--- config.mk ---
export PLATFORM = sky130hd
export DESIGN_NAME = audio_sched
export DESIGN_NICKNAME = d
export VERILOG_FILES = /design/src/rtl/audio_sched.sv
export SDC_FILE = /design/constraint.sdc
export NUM_CORES = 1
export LEC_CHECK = 0
export CAP_MARGIN = 20
export CORE_AREA = 2 2 198 200
export DETAILED_ROUTE_END_ITERATION = 6
export DIE_AREA = 0 0 200 202
export PLACE_DENSITY = 0.8
export SYNTH_ARGS = -nofsm -noshare
export SYNTH_HDL_FRONTEND = slang
export SYNTH_SLANG_ARGS = --single-unit
--- constraint.sdc ---
create_clock -name clk -period 7.1 [get_ports clk]
set_input_delay 1.065 -clock clk [delete_from_list [all_inputs] [get_ports clk]]
set_output_delay 1.065 -clock clk [all_outputs]
set_load 0.01 [all_outputs]
--- src/rtl/audio_sched.sv ---
// audio_sched: multi-channel audio sample scheduler in front of the
// sigma-delta DAC.
//
// Each channel has a period counter that marks a sample as pending when it
// expires. A round-robin arbiter fetches pending samples through one memory
// read port with a req/ack handshake. The fetched signed samples are summed,
// scaled down by the channel count and offset to unsigned for the DAC.
//
// Ports:
//   clk, reset_ni        clock, asynchronous active-low reset
//   cfg_wr_i             one-cycle config write strobe for channel cfg_chan_i
//   cfg_en_i             channel enable
//   cfg_period_i         clocks between samples minus 1
//   cfg_base_i           sample buffer start address
//   cfg_len_i            buffer length in bytes (0 = silent)
//   mem_req_o/mem_addr_o fetch request and byte address, held until ack
//   mem_ack_i/mem_data_i fetch done, signed 8-bit sample valid this cycle
//   dac_value_o          registered unsigned offset-binary mix
//   overrun_o            sticky per-channel overrun flags
module audio_sched #(
  parameter int CHANNELS = 4,
  parameter int WIDTH    = 8,
  parameter int PERIOD_W = 15,
  parameter int ADDR_W   = 16,
  parameter int LEN_W    = 16
) (
  input  logic                        clk,
  input  logic                        reset_ni,
  input  logic                        cfg_wr_i,
  input  logic [$clog2(CHANNELS)-1:0] cfg_chan_i,
  input  logic                        cfg_en_i,
  input  logic [PERIOD_W-1:0]         cfg_period_i,
  input  logic [ADDR_W-1:0]           cfg_base_i,
  input  logic [LEN_W-1:0]            cfg_len_i,
  output logic                        mem_req_o,
  output logic [ADDR_W-1:0]           mem_addr_o,
  input  logic                        mem_ack_i,
  input  logic [7:0]                  mem_data_i,
  output logic [WIDTH-1:0]            dac_value_o,
  output logic [CHANNELS-1:0]         overrun_o
);

  localparam int CH_W  = $clog2(CHANNELS);
  localparam int SUM_W = 8 + CH_W;

  typedef enum logic {S_IDLE, S_REQ} state_t;

  // Per-channel state
  logic [CHANNELS-1:0] en_q, en_d, pending_q, pending_d, overrun_q, overrun_d;
  logic [PERIOD_W-1:0] period_q [CHANNELS];
  logic [PERIOD_W-1:0] period_d [CHANNELS];
  logic [PERIOD_W-1:0] cnt_q    [CHANNELS];
  logic [PERIOD_W-1:0] cnt_d    [CHANNELS];
  logic [ADDR_W-1:0]   base_q   [CHANNELS];
  logic [ADDR_W-1:0]   base_d   [CHANNELS];
  logic [LEN_W-1:0]    len_q    [CHANNELS];
  logic [LEN_W-1:0]    len_d    [CHANNELS];
  logic [LEN_W-1:0]    pos_q    [CHANNELS];
  logic [LEN_W-1:0]    pos_d    [CHANNELS];
  logic [LEN_W-1:0]    len_new  [CHANNELS];
  logic [LEN_W-1:0]    pos_inc  [CHANNELS];
  logic [7:0]          sample_q [CHANNELS];
  logic [7:0]          sample_d [CHANNELS];
  logic [CHANNELS-1:0] cfg_hit, ack_hit;

  // Arbiter state
  state_t            state_q, state_d;
  logic [CH_W-1:0]   chan_q, last_q, pick_chan, idx;
  logic              pick_valid, ack_fire;
  logic              req_q;
  logic [ADDR_W-1:0] addr_q;

  // Mixer
  logic signed [SUM_W-1:0] sum;
  logic [WIDTH-1:0]        mix_d, dac_q;

  // An ack is only meaningful while a request is outstanding.
  assign ack_fire = (state_q == S_REQ) && mem_ack_i;

  // Per-channel next state. Ack is applied first, then the counter (so an
  // expiry in the ack cycle leaves pending set), then config, which wins.
  always_comb begin
    // NOTE: every variable gets a default before any conditional update;
    // a path that leaves one unassigned would infer a latch.
    for (int c = 0; c < CHANNELS; c++) begin
      cfg_hit[c]   = cfg_wr_i && (cfg_chan_i == CH_W'(c));
      ack_hit[c]   = ack_fire && (chan_q == CH_W'(c));
      len_new[c]   = cfg_hit[c] ? cfg_len_i : len_q[c];
      pos_inc[c]   = pos_q[c] + LEN_W'(1);
      en_d[c]      = en_q[c];
      pending_d[c] = pending_q[c];
      overrun_d[c] = overrun_q[c];
      period_d[c]  = period_q[c];
      cnt_d[c]     = cnt_q[c];
      base_d[c]    = base_q[c];
      len_d[c]     = len_q[c];
      pos_d[c]     = pos_q[c];
      sample_d[c]  = sample_q[c];

      if (ack_hit[c]) begin
        pending_d[c] = 1'b0;
        // Data for a channel that was disabled mid-fetch is dropped.
        if (en_q[c]) begin
          sample_d[c] = mem_data_i;
          pos_d[c]    = (pos_inc[c] >= len_new[c]) ? '0 : pos_inc[c];
        end
      end

      if (en_q[c] && (len_q[c] != '0)) begin
        if (cnt_q[c] == '0) begin
          cnt_d[c]     = period_q[c];
          pending_d[c] = 1'b1;
          if (pending_q[c] && !ack_hit[c]) overrun_d[c] = 1'b1;
        end else begin
          cnt_d[c] = cnt_q[c] - PERIOD_W'(1);
        end
      end

      if (cfg_hit[c]) begin
        en_d[c]      = cfg_en_i;
        period_d[c]  = cfg_period_i;
        base_d[c]    = cfg_base_i;
        len_d[c]     = cfg_len_i;
        overrun_d[c] = 1'b0;
        if (!cfg_en_i) begin
          pending_d[c] = 1'b0;
          sample_d[c]  = '0;
          pos_d[c]     = '0;
        end else if (!en_q[c]) begin
          // Freshly enabled: start timing from the new period right away.
          cnt_d[c] = cfg_period_i;
          pos_d[c] = '0;
        end else if (pos_d[c] >= cfg_len_i) begin
          pos_d[c] = '0;
        end
      end
    end
  end

  always_ff @(posedge clk or negedge reset_ni) begin
    if (!reset_ni) begin
      en_q      <= '0;
      pending_q <= '0;
      overrun_q <= '0;
      // NOTE: the per-channel arrays are reset too; a stale counter or
      // pending bit would launch fetches before the channel is configured.
      for (int c = 0; c < CHANNELS; c++) begin
        period_q[c] <= '0;
        cnt_q[c]    <= '0;
        base_q[c]   <= '0;
        len_q[c]    <= '0;
        pos_q[c]    <= '0;
        sample_q[c] <= '0;
      end
    end else begin
      // NOTE: non-blocking assignments so every register samples the
      // pre-edge values regardless of statement order.
      en_q      <= en_d;
      pending_q <= pending_d;
      overrun_q <= overrun_d;
      for (int c = 0; c < CHANNELS; c++) begin
        period_q[c] <= period_d[c];
        cnt_q[c]    <= cnt_d[c];
        base_q[c]   <= base_d[c];
        len_q[c]    <= len_d[c];
        pos_q[c]    <= pos_d[c];
        sample_q[c] <= sample_d[c];
      end
    end
  end

  // Round-robin pick: first pending channel at or after last_served+1.
  always_comb begin
    pick_valid = 1'b0;
    pick_chan  = '0;
    idx        = '0;
    for (int k = 0; k < CHANNELS; k++) begin
      idx = last_q + CH_W'(k + 1);
      if (!pick_valid && pending_q[idx]) begin
        pick_valid = 1'b1;
        pick_chan  = idx;
      end
    end
  end

  always_comb begin
    state_d = state_q;
    unique case (state_q)
      S_IDLE:  if (pick_valid) state_d = S_REQ;
      S_REQ:   if (mem_ack_i)  state_d = S_IDLE;
      default: state_d = S_IDLE;
    endcase
  end

  always_ff @(posedge clk or negedge reset_ni) begin
    if (!reset_ni) begin
      state_q <= S_IDLE;
      chan_q  <= '0;
      last_q  <= '0;
      req_q   <= 1'b0;
      addr_q  <= '0;
    end else begin
      state_q <= state_d;
      if (state_q == S_IDLE && pick_valid) begin
        chan_q <= pick_chan;
        addr_q <= base_q[pick_chan] + ADDR_W'(pos_q[pick_chan]);
        req_q  <= 1'b1;
      end else if (ack_fire) begin
        req_q  <= 1'b0;
        last_q <= chan_q;
      end
    end
  end

  // Signed sum, divided by the channel count so it cannot overflow, then
  // offset to unsigned by adding mid-scale.
  always_comb begin
    sum = '0;
    for (int c = 0; c < CHANNELS; c++) begin
      sum = sum + {{CH_W{sample_q[c][7]}}, sample_q[c]};
    end
    mix_d = WIDTH'(sum >>> CH_W) + WIDTH'(1 << (WIDTH - 1));
  end

  always_ff @(posedge clk or negedge reset_ni) begin
    if (!reset_ni) dac_q <= WIDTH'(1 << (WIDTH - 1));
    else           dac_q <= mix_d;
  end

  assign mem_req_o   = req_q;
  assign mem_addr_o  = addr_q;
  assign dac_value_o = dac_q;
  assign overrun_o   = overrun_q;

endmodule
* Yosys cells after proc, flatten, opt, wreduce, memory -nomap -nowiden
Index checks and enable logic that the tools add are counted.
** Cells by class
- Equality and inequality tests :: 6
- Add/sub/neg operators :: 16
- Mux-type cells :: 131
- Bitwise logic cells :: 3
- $lt $le $gt $ge :: 13
- Reductions and logical operators :: 56
** Operators by type and width (number)
- 2-to-1 mux 16 bit :: 36
- 2-to-1 mux 15 bit :: 20
- >= comparator 16 bit :: 8
- 2-to-1 mux 8 bit :: 16
- adder 16 x 1 -> 16 bit, second input constant :: 4
- binary-select mux 16 bit (select 2 bit) :: 2
- nonzero test 16 bit :: 4
- logical NOT 15 bit :: 4
- subtractor 15 x 1 -> 15 bit, second input constant :: 4
- 2-to-1 mux 1 bit :: 48
- nonzero test 2 bit :: 13
- logical AND 1 bit :: 21
- adder 16 bit :: 1
- less-than comparator 2 x 3 -> 1 bit, second input constant :: 4
- AND reduction 3 bit :: 4
- adder 10 bit :: 1
- adder 9 x 8 -> 10 bit :: 1
- adder 8 x 8 -> 9 bit :: 1
- adder 8 bit, second input constant :: 1
- binary-select mux 1 bit (select 2 bit) :: 4
- == test 2 bit, second input constant :: 4
- 2-to-1 mux 2 bit :: 4
- logical NOT 1 bit :: 7
- adder 2 bit, second input constant :: 2
- other kinds (8) :: 11
** Storage, ports and cells
- Word-level logic and storage cells :: 264
- Register bits :: 386
- Bits of input ports :: 62
- Output and inout bits :: 29

* Logic depth before layout (Yosys ltp)
- Depth after elaboration :: 18
- Gate-level depth with buffers :: 23
- Mapped depth without buffers :: 20

* Worst setup path after synthesis
Ideal clock, no wire load.
- Path kind :: input-to-reg
- Start point :: input port cfg_wr_i
- End point :: register pos_q[53] (netlist name)
- Slack :: 1315 ps
- Stages :: 21
- Data arrival time :: 5707 ps
- Buffers on the path :: 5
- Library setup time :: 78 ps
- Data required time :: 7022 ps
- Cell sequence :: clkbuf_1 nor3b_1 clkbuf_1 buf_1 mux2i_1 ha_1 a21oi_1 o21ai_0 a2111oi_0 o21a_1 clkbuf_1 o21ai_0 nand2_1 ha_1 a21o_1 a2111oi_0 o21ai_0 a221oi_1 o21ai_0 clkbuf_1 a21oi_1
** RTL lines
- from (decl) :: RTL line 29 : input logic cfg_wr_i,
- to (signal, indexed assignment) :: RTL line 166 : pos_q[c] <= pos_d[c];
- to (decl) :: RTL line 58 : logic [LEN_W-1:0] pos_q [CHANNELS];

==> flow_metrics.tcl <==
set metrics [dict create \
    synth_fp_nets 2924 \
    fin_crit_ns 6.00 \
    grt_usage 0.343 \
    port_buffers 90 \
    gp_congestion 0.943 \
    worst_ep_arrival_time_ns 6.46 \
    setup_viol 0 \
    cts_sinks 386 \
    cts_made_buffers 43 \
    maxCapViolCount 0 \
    fill_cells 2971 \
    synthTopCellsByArea "dfrtp_1, nand2_1, ha_1, a21oi_1, mux2_2" \
    yosysWarnings 0 \
    pre_cts_slack_ns 0.768 \
    run_status "finished clean" \
    max_stage_delay_ns 0.62 \
    die_y_um 202 \
    post-cts-setup-buffers 0 \
    final_antenna_net_count 0 \
    fin_crit_sh 0.845 \
    critPathCaptureType "register" \
    nets 2968 \
    drive_gt1_frac 0.0861 \
    maxSlewViolCount 0 \
    antenna_found_initial 0 \
    hpwl_mm 48.3 \
    stdcell_area_um2 26400 \
    hold_buffers 0 \
    core_area_um2 38300 \
    fin_skew_ns 0.0149 \
    synth-main-ff-cell "dfrtp_1" \
    rows 72 \
    clockRootBuffer "clkbuf_16" \
    start_kind "input pin" \
    p_leak_nw 12.6 \
    drc 0 \
    cts_tree "done" \
    synth_most_common_cell "nand2_1" \
    final_hold_viol_count 0 \
    worstMarginPinSlew_ns 1.11 \
    drtIter0Drc 2014 \
    cts-resized-gates 0 \
    hp-class "reg -> reg" \
    path_cells "clkdlybuf4s50_1, nand3_2, nand2_1, a21boi_0, ha_1, a211oi_1, and3_1, o21ai_0, a2111oi_2, buf_4, a22o_1, ha_1, a21o_1, a2111oi_0, o21ai_0, a221oi_2, buf_4, o21ai_1, a311oi_1" \
    required_ns 7.56 \
    placed_cells 3200 \
    diodes 0 \
    syn_area_per_cell_um2 8.74 \
    fin_ws_ns 1.10 \
    grt_overflow 0 \
    netlist-cell-type-count 82 \
    p_per_area_nw_per_um2 284 \
    synth_top_cell_by_area "dfrtp_1" \
    via_per_inst 6.28 \
    ir_drop_uv 175 \
    wl_mm 68.4 \
    yosysTopAreaCellShare 0.411 \
    synth-seq-area-share 0.412 \
    synth.cell_area_um2 23500 \
    clock_latency_ns 0.57 \
    synth_commonest_cells "nand2_1, dfrtp_1, a21oi_1" \
    stdcell_count 3282 \
    timing.fmax_ghz 0.167 \
    synthArstFlopShare 1.00 \
    vias 20621 \
    worstSetupPathType "in -> reg" \
    rsz0062_at_grt "no" \
    wire_per_inst_um 20.8 \
    setup-tns-final_ns 0 \
    h-tree-depth 2 \
    dieWidth_um 200 \
    ys_seq_elements 386 \
    grt_pass1_vias 19750 \
    relSlewSlack 0.257 \
    pin_count 91 \
    cts_max_path_buffers 3 \
    die_area_um2 40400 \
    grt_max_degree 157 \
    start_util 0.613 \
    firstDrtPassIters 6 \
    grt_pass1_wl_mm 108 \
    synth-edff-count 0 \
    cp_slowest_cell "clkdlybuf4s50_1" \
    cts.clk_slew.worst_paths_ns 0.06 \
    syn_inst 2686 \
    place_area_um2 24800 \
    syn2layout_area_growth_pct 12.4 \
    path_max_fanout 20 \
]
[layer usage]
layer | track usage | vias to the layer above | wire (µm)
met5 | 0 | - | 0
met4 | 0.160 | 0 | 3530
met3 | 0.0506 | 216 | 5590
met2 | 0.536 | 998 | 31100
met1 | 0.472 | 9888 | 28200
li1 | - | 9519 | -
[report_power, final]
group / internal [mW] / switching (mW)
combinational: 0.913 / 1.15
clock: 1.45 / 0.935
sequential: 2.65 / 0.378
total: 5.01 / 2.47
[worst max-delay path, delay by kind of cell]
family                   cells  cell delay (ns)
AO/OA/AOI/OAI               11             2.86
AND/OR/NAND/NOR              3             0.82
adder cells (fa/ha/maj)      2             0.57
buffers and inverters        3             1.11
[worst paths after layout]
check | endpoint | slack [ns] | startpoint | cells past startpoint
max in group asynchronous | dac_value_o[5]$_DFF_PN0_ | 5.01 | reset_ni | 2
max reg2reg | pos_q[6]$_DFF_PN0_ | 1.18 | pos_q[2]$_DFF_PN0_ | 19
min | period_q[12]$_DFFE_PN0P_ | 0.47 | period_q[12]$_DFFE_PN0P_ | 2
min in group asynchronous | cnt_q[26]$_DFF_PN0_ | 0.60 | reset_ni | 1
min reg2reg | period_q[12]$_DFFE_PN0P_ | 0.47 | period_q[12]$_DFFE_PN0P_ | 2
max | pos_q[6]$_DFF_PN0_ | 1.10 | cfg_chan_i[1] | 19
[placed cells by master, fill, tap and decap left out, types with 18 or more instances in the layout]
cell type        Yosys  layout
and2_1              23      23
o21ai_0            116     116
nand3_1             66      65
a21boi_0            30      30
clkbuf_16            0      44
a21oi_1            164     163
o22ai_1             19      18
nor2_1             118     118
nor4_1              26      26
a211oi_1            32      32
clkdlybuf4s50_1      0      89
buf_4                0      33
ha_1               158     158
or2_2               34      34
dfrtp_1            385     385
nand2_1            643     643
xnor2_1             32      32
mux2i_1             28      28
a31oi_1             54      54
nor2b_1             24      24
mux2_2              68      68
nand4_1             24      24
o21a_1              38      38
inv_1              119     119
or4_1               21      21
fa_1                18      18
xor2_1              28      28
and3_1              46      45
nor3_1              40      39
[sequential cells by signal (all words and copies together) (netlist names)]
register / cells
base_q: 64
chan_q: 2
cnt_q: 60
dac_value_o: 8
en_q: 4
last_q: 2
len_q: 64
mem_addr_o: 16
mem_req_o: 1
overrun_o: 4
pending_q: 4
period_q: 60
pos_q: 64
sample_q: 32
state_q: 1
[area by class of cell]
| class | instances | area, µm² | share of cell area |
|---|---|---|---|
| sequential | 386 | 9660 | 0.366 |
| clock inverter | 18 | 258 | 0.00977 |
| inverter | 119 | 447 | 0.0169 |
| multi-input combinational | 2054 | 12900 | 0.490 |
| timing repair buffer | 126 | 1190 | 0.0451 |
| tap | 518 | 648 | 0.0246 |
| clock buffer | 61 | 1250 | 0.0476 |
[logic make-up after synthesis]
logic type | after synthesis | share of synthesized area
simple gates | 1133 | 0.221
compound gates | 588 | 0.160
flops | 386 | 0.412
buf+inv | 246 | 0.0400
fa+ha+maj | 176 | 0.0996
mux | 97 | 0.0452
xor+xnor | 60 | 0.0224
[per-stage QoR]
| step | utilization | hold WS, ns | power (mW) |
|---|---|---|---|
| after floorplan | - | 0.439 | 4.35 |
| after CTS | 0.688 | 0.474 | 7.48 |
| after global placement | 0.649 | 0.455 | 4.97 |
| after global routing | 0.689 | 0.491 | 7.90 |
| final | 0.689 | 0.471 | 7.48 |
| after detailed placement | 0.649 | 0.461 | 5.08 |
Power figures use the tool's default switching activity.
